$ cat src/rtl/hdmi_rx_frame_sequencer_if.sv
// Signal bundle between the HDMI RX frame sequencer and its pixel FIFO / timing generator.
// The master side is the sequencer; the slave side is the surrounding datapath.
interface hdmi_rx_frame_sequencer_if #(
  parameter int LEVEL_W = 11
);
  logic               enable;
  logic               boundary_pulse;
  logic               fifo_empty;
  logic [LEVEL_W-1:0] fifo_rd_level;
  logic               fifo_rst_busy;
  logic               pix_req;
  logic               frame_end;

  logic               fifo_rst;
  logic               timing_en;
  logic               rd_gate;
  logic               locked;
  logic [2:0]         state;
  logic [15:0]        underflow_cnt;
  logic [7:0]         resync_cnt;

  modport master (
    input  enable, boundary_pulse, fifo_empty, fifo_rd_level, fifo_rst_busy,
           pix_req, frame_end,
    output fifo_rst, timing_en, rd_gate, locked, state, underflow_cnt, resync_cnt
  );

  modport slave (
    output enable, boundary_pulse, fifo_empty, fifo_rd_level, fifo_rst_busy,
           pix_req, frame_end,
    input  fifo_rst, timing_en, rd_gate, locked, state, underflow_cnt, resync_cnt
  );
endinterface

$ cat src/rtl/hdmi_rx_frame_sequencer.sv
// Pixel-clock sequencer for the HDMI RX FIFO: flush, mark sync, prefill, delay, run,
// with underflow detection that forces a resync at the next frame end.
module hdmi_rx_frame_sequencer #(
  parameter int RST_CYCLES      = 8,
  parameter int LEVEL_W         = 11,
  parameter int PREFILL_LEVEL   = 480,
  parameter int START_DELAY     = 16,
  parameter int TIMEOUT_W       = 22,
  parameter int PREFILL_TIMEOUT = 2500000
) (
  input  logic                     pixel_clk,
  input  logic                     rst_n,
  hdmi_rx_frame_sequencer_if.master bus
);

  typedef enum logic [2:0] {
    S_IDLE      = 3'd0,
    S_FLUSH     = 3'd1,
    S_RSTWAIT   = 3'd2,
    S_WAIT_MARK = 3'd3,
    S_PREFILL   = 3'd4,
    S_DELAY     = 3'd5,
    S_RUN       = 3'd6
  } state_e;

  state_e               state_q, state_d;
  logic [7:0]           dly_cnt_q, dly_cnt_d;
  logic [TIMEOUT_W-1:0] tmo_cnt_q, tmo_cnt_d;
  logic                 uf_pending_q, uf_pending_d;
  logic [15:0]          underflow_cnt_q, underflow_cnt_d;
  logic [7:0]           resync_cnt_q, resync_cnt_d;
  logic                 fifo_rst_q, fifo_rst_d;
  logic                 timing_en_q, timing_en_d;
  logic                 rd_gate_q, rd_gate_d;
  logic                 locked_q, locked_d;

  logic                 level_met;
  logic                 underflow_now;

  function automatic logic [15:0] sat_inc16(input logic [15:0] v);
    return (v == 16'hFFFF) ? v : v + 16'd1;
  endfunction

  function automatic logic [7:0] sat_inc8(input logic [7:0] v);
    return (v == 8'hFF) ? v : v + 8'd1;
  endfunction

  assign level_met     = (bus.fifo_rd_level >= LEVEL_W'(PREFILL_LEVEL));
  assign underflow_now = bus.pix_req & bus.fifo_empty;

  always_comb begin
    state_d         = state_q;
    dly_cnt_d       = dly_cnt_q;
    tmo_cnt_d       = tmo_cnt_q;
    uf_pending_d    = uf_pending_q;
    underflow_cnt_d = underflow_cnt_q;
    resync_cnt_d    = resync_cnt_q;

    if (!bus.enable) begin
      state_d = S_IDLE;
    end else begin
      unique case (state_q)
        S_IDLE: state_d = S_FLUSH;

        S_FLUSH: begin
          if (dly_cnt_q == 8'(RST_CYCLES - 1)) state_d = S_RSTWAIT;
          else                                 dly_cnt_d = dly_cnt_q + 8'd1;
        end

        S_RSTWAIT: if (!bus.fifo_rst_busy) state_d = S_WAIT_MARK;

        S_WAIT_MARK: if (bus.boundary_pulse) state_d = S_PREFILL;

        // Level check wins over a timeout expiring in the same cycle.
        S_PREFILL: begin
          if (level_met) begin
            state_d = S_DELAY;
          end else if (tmo_cnt_q == TIMEOUT_W'(PREFILL_TIMEOUT - 1)) begin
            state_d      = S_FLUSH;
            resync_cnt_d = sat_inc8(resync_cnt_q);
          end else begin
            tmo_cnt_d = tmo_cnt_q + 1'b1;
          end
        end

        S_DELAY: begin
          if (dly_cnt_q == 8'(START_DELAY - 1)) state_d = S_RUN;
          else                                  dly_cnt_d = dly_cnt_q + 8'd1;
        end

        S_RUN: begin
          if (underflow_now) begin
            underflow_cnt_d = sat_inc16(underflow_cnt_q);
            uf_pending_d    = 1'b1;
          end
          if (bus.frame_end && (uf_pending_q || underflow_now)) begin
            state_d      = S_FLUSH;
            resync_cnt_d = sat_inc8(resync_cnt_q);
          end
        end

        default: state_d = S_IDLE;
      endcase
    end

    // Every state entry starts its cycle counters from zero.
    if (state_d != state_q) begin
      dly_cnt_d = '0;
      tmo_cnt_d = '0;
    end
    if (state_d != S_RUN) uf_pending_d = 1'b0;

    fifo_rst_d  = (state_d == S_IDLE) || (state_d == S_FLUSH);
    timing_en_d = (state_d == S_RUN);
    rd_gate_d   = (state_d == S_RUN);
    locked_d    = (state_d == S_RUN);
  end

  always_ff @(posedge pixel_clk or negedge rst_n) begin
    if (!rst_n) begin
      state_q         <= S_IDLE;
      dly_cnt_q       <= '0;
      tmo_cnt_q       <= '0;
      uf_pending_q    <= 1'b0;
      underflow_cnt_q <= '0;
      resync_cnt_q    <= '0;
      fifo_rst_q      <= 1'b1;
      timing_en_q     <= 1'b0;
      rd_gate_q       <= 1'b0;
      locked_q        <= 1'b0;
    end else begin
      state_q         <= state_d;
      dly_cnt_q       <= dly_cnt_d;
      tmo_cnt_q       <= tmo_cnt_d;
      uf_pending_q    <= uf_pending_d;
      underflow_cnt_q <= underflow_cnt_d;
      resync_cnt_q    <= resync_cnt_d;
      fifo_rst_q      <= fifo_rst_d;
      timing_en_q     <= timing_en_d;
      rd_gate_q       <= rd_gate_d;
      locked_q        <= locked_d;
    end
  end

  assign bus.fifo_rst      = fifo_rst_q;
  assign bus.timing_en     = timing_en_q;
  assign bus.rd_gate       = rd_gate_q;
  assign bus.locked        = locked_q;
  assign bus.state         = state_q;
  assign bus.underflow_cnt = underflow_cnt_q;
  assign bus.resync_cnt    = resync_cnt_q;

endmodule

$ cat src/flat_wrapper.sv
// flat-port wrapper written by rule: the top's interface ports become plain ports
module hdmi_rx_frame_sequencer_flat 
#(
  parameter int RST_CYCLES      = 8,
  parameter int LEVEL_W         = 11,
  parameter int PREFILL_LEVEL   = 480,
  parameter int START_DELAY     = 16,
  parameter int TIMEOUT_W       = 22,
  parameter int PREFILL_TIMEOUT = 2500000
)
  (pixel_clk, rst_n, bus_enable, bus_boundary_pulse, bus_fifo_empty, bus_fifo_rd_level, bus_fifo_rst_busy, bus_pix_req, bus_frame_end, bus_fifo_rst, bus_timing_en, bus_rd_gate, bus_locked, bus_state, bus_underflow_cnt, bus_resync_cnt);
  hdmi_rx_frame_sequencer_if #(.LEVEL_W(LEVEL_W)) bus_i ();
  input  logic pixel_clk;
  input  logic rst_n;
  input wire logic [$bits(bus_i.enable)-1:0] bus_enable;
  input wire logic [$bits(bus_i.boundary_pulse)-1:0] bus_boundary_pulse;
  input wire logic [$bits(bus_i.fifo_empty)-1:0] bus_fifo_empty;
  input wire logic [$bits(bus_i.fifo_rd_level)-1:0] bus_fifo_rd_level;
  input wire logic [$bits(bus_i.fifo_rst_busy)-1:0] bus_fifo_rst_busy;
  input wire logic [$bits(bus_i.pix_req)-1:0] bus_pix_req;
  input wire logic [$bits(bus_i.frame_end)-1:0] bus_frame_end;
  output wire logic [$bits(bus_i.fifo_rst)-1:0] bus_fifo_rst;
  output wire logic [$bits(bus_i.timing_en)-1:0] bus_timing_en;
  output wire logic [$bits(bus_i.rd_gate)-1:0] bus_rd_gate;
  output wire logic [$bits(bus_i.locked)-1:0] bus_locked;
  output wire logic [$bits(bus_i.state)-1:0] bus_state;
  output wire logic [$bits(bus_i.underflow_cnt)-1:0] bus_underflow_cnt;
  output wire logic [$bits(bus_i.resync_cnt)-1:0] bus_resync_cnt;
  assign bus_i.enable = bus_enable;
  assign bus_i.boundary_pulse = bus_boundary_pulse;
  assign bus_i.fifo_empty = bus_fifo_empty;
  assign bus_i.fifo_rd_level = bus_fifo_rd_level;
  assign bus_i.fifo_rst_busy = bus_fifo_rst_busy;
  assign bus_i.pix_req = bus_pix_req;
  assign bus_i.frame_end = bus_frame_end;
  assign bus_fifo_rst = bus_i.fifo_rst;
  assign bus_timing_en = bus_i.timing_en;
  assign bus_rd_gate = bus_i.rd_gate;
  assign bus_locked = bus_i.locked;
  assign bus_state = bus_i.state;
  assign bus_underflow_cnt = bus_i.underflow_cnt;
  assign bus_resync_cnt = bus_i.resync_cnt;
  hdmi_rx_frame_sequencer #(.RST_CYCLES(RST_CYCLES), .LEVEL_W(LEVEL_W), .PREFILL_LEVEL(PREFILL_LEVEL), .START_DELAY(START_DELAY), .TIMEOUT_W(TIMEOUT_W), .PREFILL_TIMEOUT(PREFILL_TIMEOUT)) u_core (.pixel_clk(pixel_clk), .rst_n(rst_n), .bus(bus_i));
endmodule
$ cat config.mk
export PLATFORM = sky130hd
export DESIGN_NAME = hdmi_rx_frame_sequencer_flat
export DESIGN_NICKNAME = d
export VERILOG_FILES = /design/src/rtl/hdmi_rx_frame_sequencer_if.sv /design/src/rtl/hdmi_rx_frame_sequencer.sv /design/src/flat_wrapper.sv
export SDC_FILE = /design/constraint.sdc
export NUM_CORES = 1
export LEC_CHECK = 0
export BUFFER_PORTS_ARGS = -buffer_cell sky130_fd_sc_hd__buf_2
export CAP_MARGIN = 20
export CORE_MARGIN = 10
export CORE_UTILIZATION = 40
export CTS_CLUSTER_DIAMETER = 40
export DETAILED_ROUTE_END_ITERATION = 16
export GPL_TIMING_DRIVEN = 0
export PLACE_DENSITY = 0.7
export SLEW_MARGIN = 20
export SYNTH_ARGS = -nofsm -noshare
export SYNTH_HDL_FRONTEND = slang
export SYNTH_SLANG_ARGS = --single-unit
$ cat constraint.sdc
create_clock -name pixel_clk -period 1.9 [get_ports pixel_clk]
set_clock_uncertainty 0.15 [all_clocks]
set_input_delay 0.19 -clock pixel_clk [delete_from_list [all_inputs] [get_ports pixel_clk]]
set_output_delay 0.19 -clock pixel_clk [all_outputs]
set_load 0.1 [all_outputs]
== Yosys cells after proc, flatten, opt, wreduce, memory -nomap -nowiden ==
Index checks and enable logic that the tools add are counted.
Word-level totals
  memories: 0
  latch bits: 0
  word-level logic and storage cells: 82
  bits in writable memories: 0
  input port bits: 19
  ROM bits: 0
  flip-flop bits (word level): 60
Cells by class
  $lt $le $gt $ge: 1
  mux-type cells: 28
  shift operators: 0
  reduce and logical (&&, ||, !) cells: 17
  equality and inequality tests: 22
  div/mod/pow operators: 0
  bitwise gates (word level): 2
  multiply operators: 0
  $add $sub $neg: 4
Operators by type and width (count)
  two-way mux 22 bit: 5
  two-way mux 8 bit: 8
  case mux 8 bit (2 select lines): 2
  two-way mux 3 bit: 8
  adder 22 x 1 -> 22 bit (second input constant): 1
  == test 22 bit (second input constant): 1
  case mux 3 bit (7 select lines): 1
  adder 16 x 1 -> 16 bit (second input constant): 1
  adder 8 x 1 -> 8 bit (second input constant): 2
  == test 16 bit (second input constant): 1
  == test 3 bit (second input constant): 4
  AND reduction 4 bit: 3
  nonzero test 2 bit: 6
  >= comparator 11 x 9 -> 1 bit (second input constant): 1
  != test 3 bit (second input constant): 3
  == test 8 x 3 -> 1 bit (second input constant): 1
  == test 8 x 4 -> 1 bit (second input constant): 1
  == test 8 bit (second input constant): 1
  == test 3 x 1 -> 1 bit (second input constant): 2
  == test 3 x 2 -> 1 bit (second input constant): 2
  zero test 3 bit: 2
  != test 2 bit (second input constant): 3
  AND reduction 5 bit: 1
  two-way mux 1 bit: 4
  other kinds (8): 10

== Depth between registers and ports, before layout ==
Gate-level depths: netlist of run 1.
  depth after elaboration: 9
  mapped depth: 8
  gate-level depth less buffers: 6

== Worst setup path before layout of run 1 ==
No wires, ideal clock.
  path type: register -> register
  start point: reg u_core.state_q[1] (netlist: u_core.bus.state[1])
  end point: reg u_core.tmo_cnt_q[5]
  setup time: 0.135 ns
  data required time: 1.615 ns
  arrival: 2.285 ns
  stages on the path, launching flop included: 8
  slack: -0.670 ns
  cell sequence: dfrtp_1 > buf_2 > nand2_1 > nor2_1 > or4b_2 > nand3_1 > buf_4 > a211oi_2
Between the ends
  longest elaborated chain between the ends: 7
  elaborated cells on any way between the ends: 23
  classes of those cells: eq/ne (9); mux (10); reduce/logical (4)
Ends and longest elaborated chain
  start: declaration: line hdmi_rx_frame_sequencer.sv:26  | state_e state_q, state_d;
  start signal: assignment: line hdmi_rx_frame_sequencer.sv:132  | state_q <= state_d;
  two-way mux 3 bit: line hdmi_rx_frame_sequencer.sv:78  | end else if (tmo_cnt_q == TIMEOUT_W'(PREFILL_TIMEOUT - 1)) begin
  two-way mux 3 bit: line hdmi_rx_frame_sequencer.sv:76  | if (level_met) begin
  case mux 3 bit (7 select lines): line hdmi_rx_frame_sequencer.sv:62  | unique case (state_q)
  two-way mux 3 bit: line hdmi_rx_frame_sequencer.sv:59  | if (!bus.enable) begin
  != test 3 bit: line hdmi_rx_frame_sequencer.sv:107  | if (state_d != state_q) begin
  != test 2 bit (no line) / nonzero test 2 bit (equally long branches)
  AND reduction 4 bit (no line)
  end signal: assignment: line hdmi_rx_frame_sequencer.sv:134  | tmo_cnt_q <= tmo_cnt_d;
  end: declaration: line hdmi_rx_frame_sequencer.sv:28  | logic [TIMEOUT_W-1:0] tmo_cnt_q, tmo_cnt_d;
Several ways; a longest one is shown, not always the timed one.
A chain may end at the register's enable or synchronous reset.

== Worst setup path in the final report of run 1 ==
  start point: reg u_core.tmo_cnt_q[12]
  end point: reg u_core.resync_cnt_q[1] (netlist: u_core.bus.resync_cnt[1])
Between the ends
  longest elaborated chain between the ends: 3
Ends and longest elaborated chain
  == test 22 bit: line hdmi_rx_frame_sequencer.sv:78
  != test 2 x 1 -> 1 bit (no line)
  AND reduction 5 bit (no line)
  end signal: assignment: line hdmi_rx_frame_sequencer.sv:137  | resync_cnt_q <= resync_cnt_d;
  end: declaration: line hdmi_rx_frame_sequencer.sv:31  | logic [7:0] resync_cnt_q, resync_cnt_d;
No other way between the ends.

==> out/results.tsv, run 1 <==
stage	metric	value	unit
yosys	Cells after Synth	353	
critical_path	slack of the worst reg-to-reg path	-0.29	ns
yosys	synthesized area per cell	10.4	um^2
yosys	ranking of synthesized cells by area	dfrtp_1 40%, xnor2_1 8.3%, nor3_2 7.3%, xor2_1 3.1%, nand4_1 3.1%	
yosys	number of flops mapped to enable cells by yosys	0	
floorplan	area of the core	8850	um^2
power_and_ir_drop	Reg power frac	47.4	%
yosys	number of warnings issued by yosys	0	
final_layout	Multi-input gate area	2430	um^2
global_route	Overflow after GRT	0	
floorplan	IO Count	50	
flow_run	max_cap viols	0	
floorplan	x dimension of the die	116	um
final_layout	NumNets Final	468	
routing	met3 wire len	552	um
floorplan	chip height	116	um
power_and_ir_drop	Peak VDD IR	472	uV
floorplan	Starting Density	41.6	%
yosys	biggest area consumer among synthesized cells	dfrtp_1	
final_layout	Sequential Area	1570	um^2
yosys	Post-Syn Nets	376	
clocking	Root Buffer	clkbuf_8	
yosys	commonest cells in the netlist	59 x dfrtp_1, 35 x xnor2_1, 27 x nand2_1, 27 x nor3_2, 21 x nand3_1	
power_and_ir_drop	combinational share of power	9.3	%
clocking	clock-pin slew reported for the worst setup and hold paths after clock tree synthesis	0.07	ns
routing	initial DRC count	147	
clocking	CTS Buffer Depth	2	
floorplan	full die area	13400	um^2
routing	DRC	0	
critical_path	Data arrival, critical path	2.27	ns
routing	via count	3174	
routing	wire per inst	17.4	um
clocking	worst skew pair latency	0.34	ns
power_and_ir_drop	sw frac	24.8	%
critical_path	Critical Path Fanout Max	10	
power_and_ir_drop	Cell Pwr Density	532	nW/um^2
global_route	antenna violations before repair	0	
power_and_ir_drop	Pint	2.05	mW
clocking	Inserted Clock Buffers	9	
timing	Tightest Pin Transition	0.743	ns
timing	RSZ-0062 raised after global routing	true	
yosys	Top FF cell, synth	dfrtp_1	
outcome	failing checks	negative setup slack	
final_layout	layout cells sized above 1	51.6	%
timing	final setup margin	-0.289	ns
routing	Final ANT Viol Nets	0	
yosys	ys async rst share	100	%
outcome	status	finished with violations	
yosys	mapped cell area	3680	um^2
timing	Relative slew margins	50.3	%
power_and_ir_drop	Pleak	2.20	nW
timing	fmax	457	MHz
critical_path	Worst EP required	1.98	ns
yosys	count leader, synth	dfrtp_1	
timing	Tcrit/Tclk final	115	%
global_route	largest net degree at the start of global routing	61	
routing	final wirelength	9720	um
yosys	Yosys cell types	66	
global_route	vias in the first global route	3117	
placed_design	Post-DP HPWL	5900	um
final_layout	# diodes	0	
worst_hold_path	worst hold-check path type	in2reg	
placed_design	I/O Buffers	44	
global_route	first-pass GRT wire length	15200	um
timing	Slew Limit Fails	0	
floorplan	cell row count	34	
clocking	CTS tree	built	
routing	Metal-1 WL	4240	um
yosys	Seq/Total Area, Yosys	40.9	%
timing	setup violators final	47	
routing	DRT Pass-1 Iters	4	
critical_path	crit start category	flop	
routing	Highest Signal Layer	met4	
final_layout	fill cell count	713	
global_route	All-Layer GR Usage	13.9	%
routing	via density per instance	5.69	
placed_design	GP Congestion	0.837	
timing	setup TNS	-9.03	ns
timing	Hold Vio Cnt, Final	0	
placed_design	DP Worst Slack	-0.467	ns
routing	wire length on met2	4730	um
final_layout	Syn-to-layout area delta	39.4	%
yosys	Synth top area share	40.1	%
clocking	clock sinks	60	
critical_path	classification of the worst setup path	reg2reg	
critical_path	crit end category	flop	
power_and_ir_drop	Psw	0.678	mW
power_and_ir_drop	Clk network pwr share	43.3	%
timing	Min Clock Period, post-route	2.19	ns
yosys	register bit total from synthesis	60	
clocking	H-tree depth	3	
registers in the layout, summed over array words and instances, names as in the netlist:
signal / count
u_core.tmo_cnt_q: 22
u_core.bus.underflow_cnt: 16
u_core.bus.resync_cnt: 8
u_core.bus.timing_en: 1
u_core.bus.fifo_rst: 1
u_core.uf_pending_q: 1
u_core.bus.state: 3
u_core.dly_cnt_q: 8
critical path, stage by stage (launching register included):
cell,delay (ns)
dfrtp_1,0.42
nand4bb_4,0.23
nor4_4,0.42
buf_4,0.19
a21o_4,0.13
buf_8,0.13
nand3_4,0.08
mux2_4,0.31
repair_timing:
item                                    CTS  global route
hold buffers                              1             0
endpoints found under the setup margin   49            48
buffers inserted                         23            11
hold endpoints to repair                 59             0
pin swaps                                23            12
gates resized for setup                  32            31
cloned                                    2             2
power groups by stage:
| stage | clock (mW) | sequential (mW) | combinational [mW] |
|---|---|---|---|
| floorplan | 0 | 1.33 | 0.122 |
| global placement | 0 | 1.31 | 0.204 |
| detailed placement | 0 | 1.31 | 0.207 |
| CTS | 1.21 | 1.29 | 0.234 |
| global route | 1.27 | 1.29 | 0.272 |
| finish | 1.18 | 1.29 | 0.253 |
cell type report:
cell class              count  area share [%]
plain buffers              17            3.78
multi-input cells         265            47.4
clock buffers              12            3.03
flip-flops and latches     60            30.6
inverters                   9           0.659
clock inverters             4           0.927
repair buffers             83            11.0
well taps                 108            2.63
worst paths after layout:
| check | start | endpoint | cells after the start |
|---|---|---|---|
| min in group asynchronous | rst_n | u_core.bus.resync_cnt[3]$_DFFE_PN0P_ | 2 |
| max in group asynchronous | rst_n | u_core.bus.underflow_cnt[11]$_DFFE_PN0P_ | 2 |
| max | u_core.tmo_cnt_q[12]$_DFFE_PN0P_ | u_core.bus.resync_cnt[1]$_DFFE_PN0P_ | 7 |
| min reg2reg | u_core.bus.resync_cnt[7]$_DFFE_PN0P_ | u_core.bus.resync_cnt[7]$_DFFE_PN0P_ | 1 |
| min | bus_fifo_rst_busy | u_core.bus.state[0]$_DFF_PN0_ | 4 |
| max reg2reg | u_core.tmo_cnt_q[12]$_DFFE_PN0P_ | u_core.bus.resync_cnt[1]$_DFFE_PN0P_ | 7 |
metrics by stage:
step	hold slack (ns)	instances	cell area, um^2	total power [mW]	util [%]
after floorplan	-0.256	353	3930	1.45	-
after global placement	0.331	505	4280	1.52	48.4
after detailed placement	0.164	505	4280	1.52	48.4
after CTS	0.0641	545	4850	2.74	54.9
after global routing	0.123	558	5130	2.83	58.0
final	0.0852	558	5130	2.73	58.0
logic make-up after synthesis:
kind of cell | after synthesis | synth area share, %
AND/OR/NAND/NOR | 172 | 31.4
flip-flops | 60 | 40.9
XOR/XNOR | 48 | 11.4
AO/OA/AOI/OAI | 38 | 9.08
buffers and inverters | 28 | 4.90
adder cells (fa/ha/maj) | 4 | 1.36
multiplexers | 3 | 0.952
per-layer routing:
| layer | vias up | track usage (%) |
|---|---|---|
| li1 | 1490 | - |
| met1 | 1576 | 17.7 |
| met2 | 83 | 21.9 |
| met3 | 25 | 3.67 |
| met4 | 0 | 6.09 |
| met5 | - | 0 |
cells in the final DEF, fill, tap and decap left out, drive strengths merged, types with 3 or more instances in the layout:
master    n
inv       9
and3      8
and4      6
xnor2    35
clkbuf   16
a211oi    7
buf      95
nor4     15
ha        4
nand4    21
nand2    27
o21ai     4
dfrtp    59
a2111oi   3
or4       3
xor2     13
nor3     34
nor2     17
o31ai     3
nand3b    3
nand3    22
Power figures use the tool's default switching activity.
==> run 2: changes to the inputs <==
Settings changed: PLACE_DENSITY 0.7 to 0.68.
Clock period 1.9 ns to 2.7 ns, I/O delays scaled along.
==> run 2 against run 1 <==
Effect of this change:
- the flow now finishes without violations
- design area decreased by 16%
- first-iteration DRC count stayed put
- count of clock-buffer cells in the layout unchanged
- die area is the same
- via count decreased by 8.6%
==> out/results.tsv, run 2 (synthesis gave the netlist of run 1 again) <==
stage	metric	value	unit
routing	DRC	0	
clocking	worst skew pair latency	0.34	ns
critical_path	classification of the worst setup path	reg2reg	
critical_path	Max stage delay on crit path	0.48	ns
floorplan	x dimension of the die	116	um
critical_path	Data arrival, critical path	2.48	ns
timing	Slew Limit Fails	0	
clocking	H-tree depth	3	
placed_design	Post-DP HPWL	5840	um
critical_path	crit end category	flop	
flow_run	max_cap viols	0	
global_route	vias in the first global route	2937	
global_route	largest net degree at the start of global routing	61	
timing	RSZ-0062 raised after global routing	false	
global_route	All-Layer GR Usage	13.1	%
timing	setup violators final	0	
power_and_ir_drop	total power	2.06	mW
routing	DRT Pass-1 Iters	4	
floorplan	full die area	13400	um^2
critical_path	Critical Path Fanout Max	10	
placed_design	DP Area	4040	um^2
critical_path	crit start category	flop	
global_route	first-pass GRT wire length	14300	um
floorplan	area of the core	8850	um^2
clocking	CTS tree	built	
routing	wire per inst	16.0	um
timing	Hold Vio Cnt, Final	0	
timing	Relative slew margins	48.3	%
timing	fmax	413	MHz
power_and_ir_drop	Pleak	1.91	nW
clocking	clock sinks	60	
global_route	Overflow after GRT	0	
floorplan	cell row count	34	
outcome	status	finished clean	
final_layout	max reg flops	22	
clocking	Inserted Clock Buffers	9	
critical_path	CP max-delay cell	nor4_4	
timing	Min Clock Period, post-route	2.42	ns
timing	Tcrit/Tclk final	89.6	%
critical_path	Worst EP required	2.76	ns
routing	initial DRC count	147	
final_layout	most common cell after layout, fill and taps aside	dfrtp_1	
floorplan	Starting Density	41.6	%
final_layout	layout cells sized above 1	30.7	%
critical_path	worst r2r path cells	7	
final_layout	Syn-to-layout area delta	16.8	%
final_layout	# diodes	0	
floorplan	chip height	116	um
routing	Final ANT Viol Nets	0	
final_layout	fill cell count	851	
floorplan	IO Count	50	
routing	via count	2900	
placed_design	GP Congestion	0.799	
clocking	CTS Buffer Depth	2	
placed_design	I/O Buffers	44	
timing	Tightest Pin Transition	0.776	ns
routing	final wirelength	8340	um
final_layout	fin area	4300	um^2
timing	setup TNS	0	ns
routing	via density per instance	5.56	
global_route	antenna violations before repair	0	
power_and_ir_drop	Peak VDD IR	252	uV
final_layout	NumNets Final	432	
clocking	Post CTS Setup Buffer Count	0	
final_layout	commonest non-fill, non-tap cells in the layout	59 x dfrtp_1, 49 x buf_2, 35 x xnor2_1	
clocking	clock-pin slew reported for the worst setup and hold paths after clock tree synthesis	0.07	ns
critical_path	critical path, cell by cell	ha_1 -> nand4_4 -> nor4_4 -> and2_1 -> a221o_1 -> buf_6 -> a211oi_2	
worst_hold_path	worst hold-check path type	in2reg	
power_and_ir_drop	Cell Pwr Density	480	nW/um^2
final_layout	Largest Register	u_core.tmo_cnt_q	
clocking	Root Buffer	clkbuf_8	
worst_hold_path	Hold Path Stages	4	
run 2: changes by cell type in the layout (fill, tap and decap cells not counted), moves of 4 or more:
cell | previous run | this run
buf_2 | 45 | 49
buf_4 | 36 | 6
buf_8 | 5 | 1
dfrtp_1 | 37 | 59
dfrtp_2 | 6 | 0
dfrtp_4 | 16 | 0
nand3_1 | 17 | 21
nor2_1 | 12 | 16
nor3_1 | 1 | 7
nor4_1 | 4 | 14
nor4_4 | 10 | 1
run 2: path summary, 6_finish.rpt:
check                                                         from                                 endpoint  slack, ns
hold / removal                                   bus_fifo_rst_busy            u_core.bus.state[0]$_DFF_PN0_       0.17
max in group asynchronous                                    rst_n         u_core.tmo_cnt_q[16]$_DFFE_PN0P_       1.49
setup reg to reg                   u_core.tmo_cnt_q[0]$_DFFE_PN0P_          u_core.tmo_cnt_q[3]$_DFFE_PN0P_       0.28
min in group asynchronous                                    rst_n     u_core.bus.resync_cnt[1]$_DFFE_PN0P_       0.40
setup / recovery                   u_core.tmo_cnt_q[0]$_DFFE_PN0P_          u_core.tmo_cnt_q[3]$_DFFE_PN0P_       0.28
hold reg to reg            u_core.bus.underflow_cnt[5]$_DFFE_PN0P_  u_core.bus.underflow_cnt[5]$_DFFE_PN0P_       0.35
run 2: critical path, delay by kind of cell, from the launching register on:
family	cells	cell delay, ns
buffers and inverters	1	0.21
AOI/OAI and AO/OA	2	0.30
DFF	1	0.43
adders and majority gates	1	0.29
and+or+nand+nor	3	0.92
run 2: report_power, final:
group	internal [mW]	leakage (nW)	switching [mW]	total [mW]
Sequential	0.902	0.817	0.00381	0.906
Combinational	0.0393	0.964	0.0990	0.138
Clock	0.663	0.127	0.357	1.02
Total	1.60	1.91	0.460	2.06
run 2: what timing repair did:
item                                    4_1_cts  5_1_grt
endpoints found under the hold margin        59        0
hold buffers                                  1        0
endpoints found under the setup margin        0        0
resized for setup                             0        0
run 2: layout make-up:
cell class	instances	area (um^2)	share of cell area [%]
multi-input cells	265	2000	46.4
plain buffers	19	146	3.41
repair buffers	45	233	5.42
well taps	108	135	3.15
clock inverters	4	95.1	2.21
flip-flops and latches	60	1500	35.0
inverters	9	33.8	0.786
clock buffers	12	155	3.61
run 2: per-layer routing:
layer	part of all wire, %	GRT usage, %	routed length (um)	vias to the layer above
li1	-	-	-	1418
met1	46	16.3	3840	1416
met2	48	21.5	4000	60
met3	5.0	3.72	417	6
met4	1.0	3.75	87	0
met5	0	0	0	-
run 2: through the flow:
stage / cells / util [%] / setup WS [ns] / hold slack (ns)
2_1_floorplan: 353 / - / 0.130 / -0.176
3_3_place_gp: 505 / 45.6 / 0.339 / 0.328
3_5_place_dp: 505 / 45.6 / 0.339 / 0.255
4_1_cts: 522 / 48.6 / 0.290 / 0.140
5_1_grt: 522 / 48.6 / 0.166 / 0.174
6_report: 522 / 48.6 / 0.281 / 0.174
==> run 3: changes to the inputs <==
Settings changed: CAP_MARGIN 20 to 30, CORE_UTILIZATION 40 to 30, PLACE_DENSITY 0.68 to default.
==> run 3 against run 2 <==
Effect of this change:
- setup slack improved by 0.0085 ns
- largest power group unchanged
- combinational power is 4% higher
- via count is 2.9% higher
- worst hold slack improved by 0.022 ns
- critical path depth did not move
==> out/results.tsv, run 3 (synthesis gave the netlist of run 1 again) <==
stage	metric	value	unit
critical_path	Critical Path Fanout Max	10	
clocking	Inserted Clock Buffers	9	
placed_design	DP Worst Slack	0.303	ns
global_route	antenna violations before repair	0	
floorplan	full die area	17100	um^2
critical_path	FF-to-FF Start	u_core.tmo_cnt_q[0]$_DFFE_PN0P_	
clocking	clock-pin slew reported for the worst setup and hold paths after clock tree synthesis	0.06	ns
clocking	Hold Buf Count CTS	1	
global_route	met2 Usage GRT	17.7	%
critical_path	Data arrival, critical path	2.47	ns
worst_hold_path	Hold Path Stages	4	
critical_path	critical path, cell by cell	ha_1 -> nand4_4 -> nor4_4 -> and2_1 -> a221o_1 -> buf_6 -> nor3_2	
final_layout	final core utilization	36.8	%
timing	Slew Limit Fails	0	
global_route	busiest grt layer	met2	
routing	final wirelength	8850	um
floorplan	x dimension of the die	131	um
critical_path	reg2reg end	u_core.tmo_cnt_q[13]$_DFFE_PN0P_	
clocking	clock sinks	60	
placed_design	Placed Cells	545	
critical_path	crit end category	flop	
timing	Hold Slack	0.197	ns
routing	Final ANT Viol Nets	0	
critical_path	crit start category	flop	
worst_hold_path	worst hold-check path type	in2reg	
critical_path	worst r2r path cells	7	
floorplan	cell row count	40	
routing	via count	2984	
critical_path	Worst EP required	2.76	ns
global_route	Overflow after GRT	0	
final_layout	Syn-to-layout area delta	20.1	%
critical_path	Max stage delay on crit path	0.47	ns
clocking	H-tree depth	3	
timing	Relative slew margins	65.3	%
timing	Min Clock Period, post-route	2.41	ns
timing	Tcrit/Tclk final	89.3	%
timing	Tightest Pin Transition	0.508	ns
flow_run	max_cap viols	0	
clocking	Root Buffer	clkbuf_16	
routing	via density per instance	5.31	
power_and_ir_drop	Pleak	1.94	nW
power_and_ir_drop	Cell Pwr Density	497	nW/um^2
timing	fmax	415	MHz
critical_path	classification of the worst setup path	reg2reg	
power_and_ir_drop	Peak VDD IR	296	uV
clocking	Post CTS Setup Buffer Count	0	
routing	wire per inst	15.8	um
final_layout	# diodes	0	
routing	DRC	0	
floorplan	Starting Density	30.6	%
placed_design	Post-DP HPWL	6690	um
worst_hold_path	hold_sp	bus_fifo_rst_busy	
floorplan	chip height	131	um
timing	setup violators final	0	
global_route	met1 usage	14.1	%
final_layout	NumNets Final	433	
clocking	CTS tree	built	
final_layout	most common cell after layout, fill and taps aside	dfrtp_1	
routing	DRT Pass-1 Iters	5	
critical_path	CP max-delay cell	nor4_4	
timing	setup TNS	0	ns
clocking	CTS Buffer Depth	2	
global_route	All-Layer GR Usage	10.9	%
routing	initial DRC count	112	
placed_design	I/O Buffers	44	
outcome	status	finished clean	
timing	final setup margin	0.289	ns
timing	Hold Vio Cnt, Final	0	
clocking	worst skew pair latency	0.33	ns
placed_design	GP Congestion	0.823	
final_layout	max reg flops	22	
final_layout	Largest Register	u_core.tmo_cnt_q	
final_layout	commonest non-fill, non-tap cells in the layout	59 x dfrtp_1, 49 x buf_2, 35 x xnor2_1	
clocking	CTS resizes	0	
global_route	largest net degree at the start of global routing	39	
floorplan	IO Count	50	
floorplan	area of the core	12000	um^2
final_layout	Layout Cells excl Fill	562	
global_route	vias in the first global route	3047	
critical_path	slack of the worst reg-to-reg path	0.29	ns
final_layout	layout cells sized above 1	31.1	%
worst_hold_path	WHS Endpoint	u_core.bus.state[0]$_DFF_PN0_	
timing	RSZ-0062 raised after global routing	false	
global_route	first-pass GRT wire length	15200	um
global_route	met3 usage	2.26	%
==> run 3: cell types whose count changed in the layout (fill, tap and decap cells not counted), moves of 2 or more <==
cell,delta
clkinv_4,+4
clkbuf_16,+9
clkbuf_8,-11
bufinv_16,-2
==> run 3: per-stage QoR <==
step	total power [mW]	cell area (um^2)
after floorplan	1.01	3680
after global placement	1.06	4080
after detailed placement	1.07	4110
after CTS	2.22	4420
after global routing	2.28	4420
final	2.19	4420
==> run 3: worst max-delay path, delay by kind of cell, from the launching register on <==
| kind | cells | cell delay (ns) |
|---|---|---|
| AOI/OAI and AO/OA | 1 | 0.26 |
| adders and majority gates | 1 | 0.27 |
| buffers and inverters | 1 | 0.21 |
| DFF | 1 | 0.43 |
| and+or+nand+nor | 4 | 0.97 |
==> run 3: where the power goes <==
group	leakage (nW)	total (mW)	switching [mW]	internal [mW]
Combinational	0.973	0.144	0.102	0.0423
Clock	0.146	1.14	0.425	0.718
Sequential	0.817	0.908	0.00429	0.903
==> run 3: worst max-delay path by stage <==
stage                                          startpoint                                to
after floorplan             u_core.bus.state[1]$_DFF_PN0_   u_core.tmo_cnt_q[5]$_DFFE_PN0P_
after CTS                 u_core.tmo_cnt_q[0]$_DFFE_PN0P_   u_core.tmo_cnt_q[5]$_DFFE_PN0P_
after detailed placement  u_core.tmo_cnt_q[0]$_DFFE_PN0P_   u_core.tmo_cnt_q[5]$_DFFE_PN0P_
after global placement    u_core.tmo_cnt_q[0]$_DFFE_PN0P_   u_core.tmo_cnt_q[3]$_DFFE_PN0P_
after global routing      u_core.tmo_cnt_q[0]$_DFFE_PN0P_   u_core.tmo_cnt_q[3]$_DFFE_PN0P_
final                     u_core.tmo_cnt_q[0]$_DFFE_PN0P_  u_core.tmo_cnt_q[13]$_DFFE_PN0P_
==> run 3: cell type report <==
| cell class | count | area [um^2] |
|---|---|---|
| clock buffers | 9 | 225 |
| well taps | 147 | 184 |
| clock inverters | 7 | 77.6 |
| multi-input cells | 265 | 2000 |
| fillers | 1203 | 7590 |
| flip-flops and latches | 60 | 1500 |
| plain buffers | 19 | 146 |
| inverters | 9 | 33.8 |
| repair buffers | 46 | 253 |
==> run 3: routing by layer <==
metal	wire length, um	vias to the layer above
met5	0	-
met4	120	0
met3	412	9
met2	4330	86
met1	3990	1459
li1	-	1430
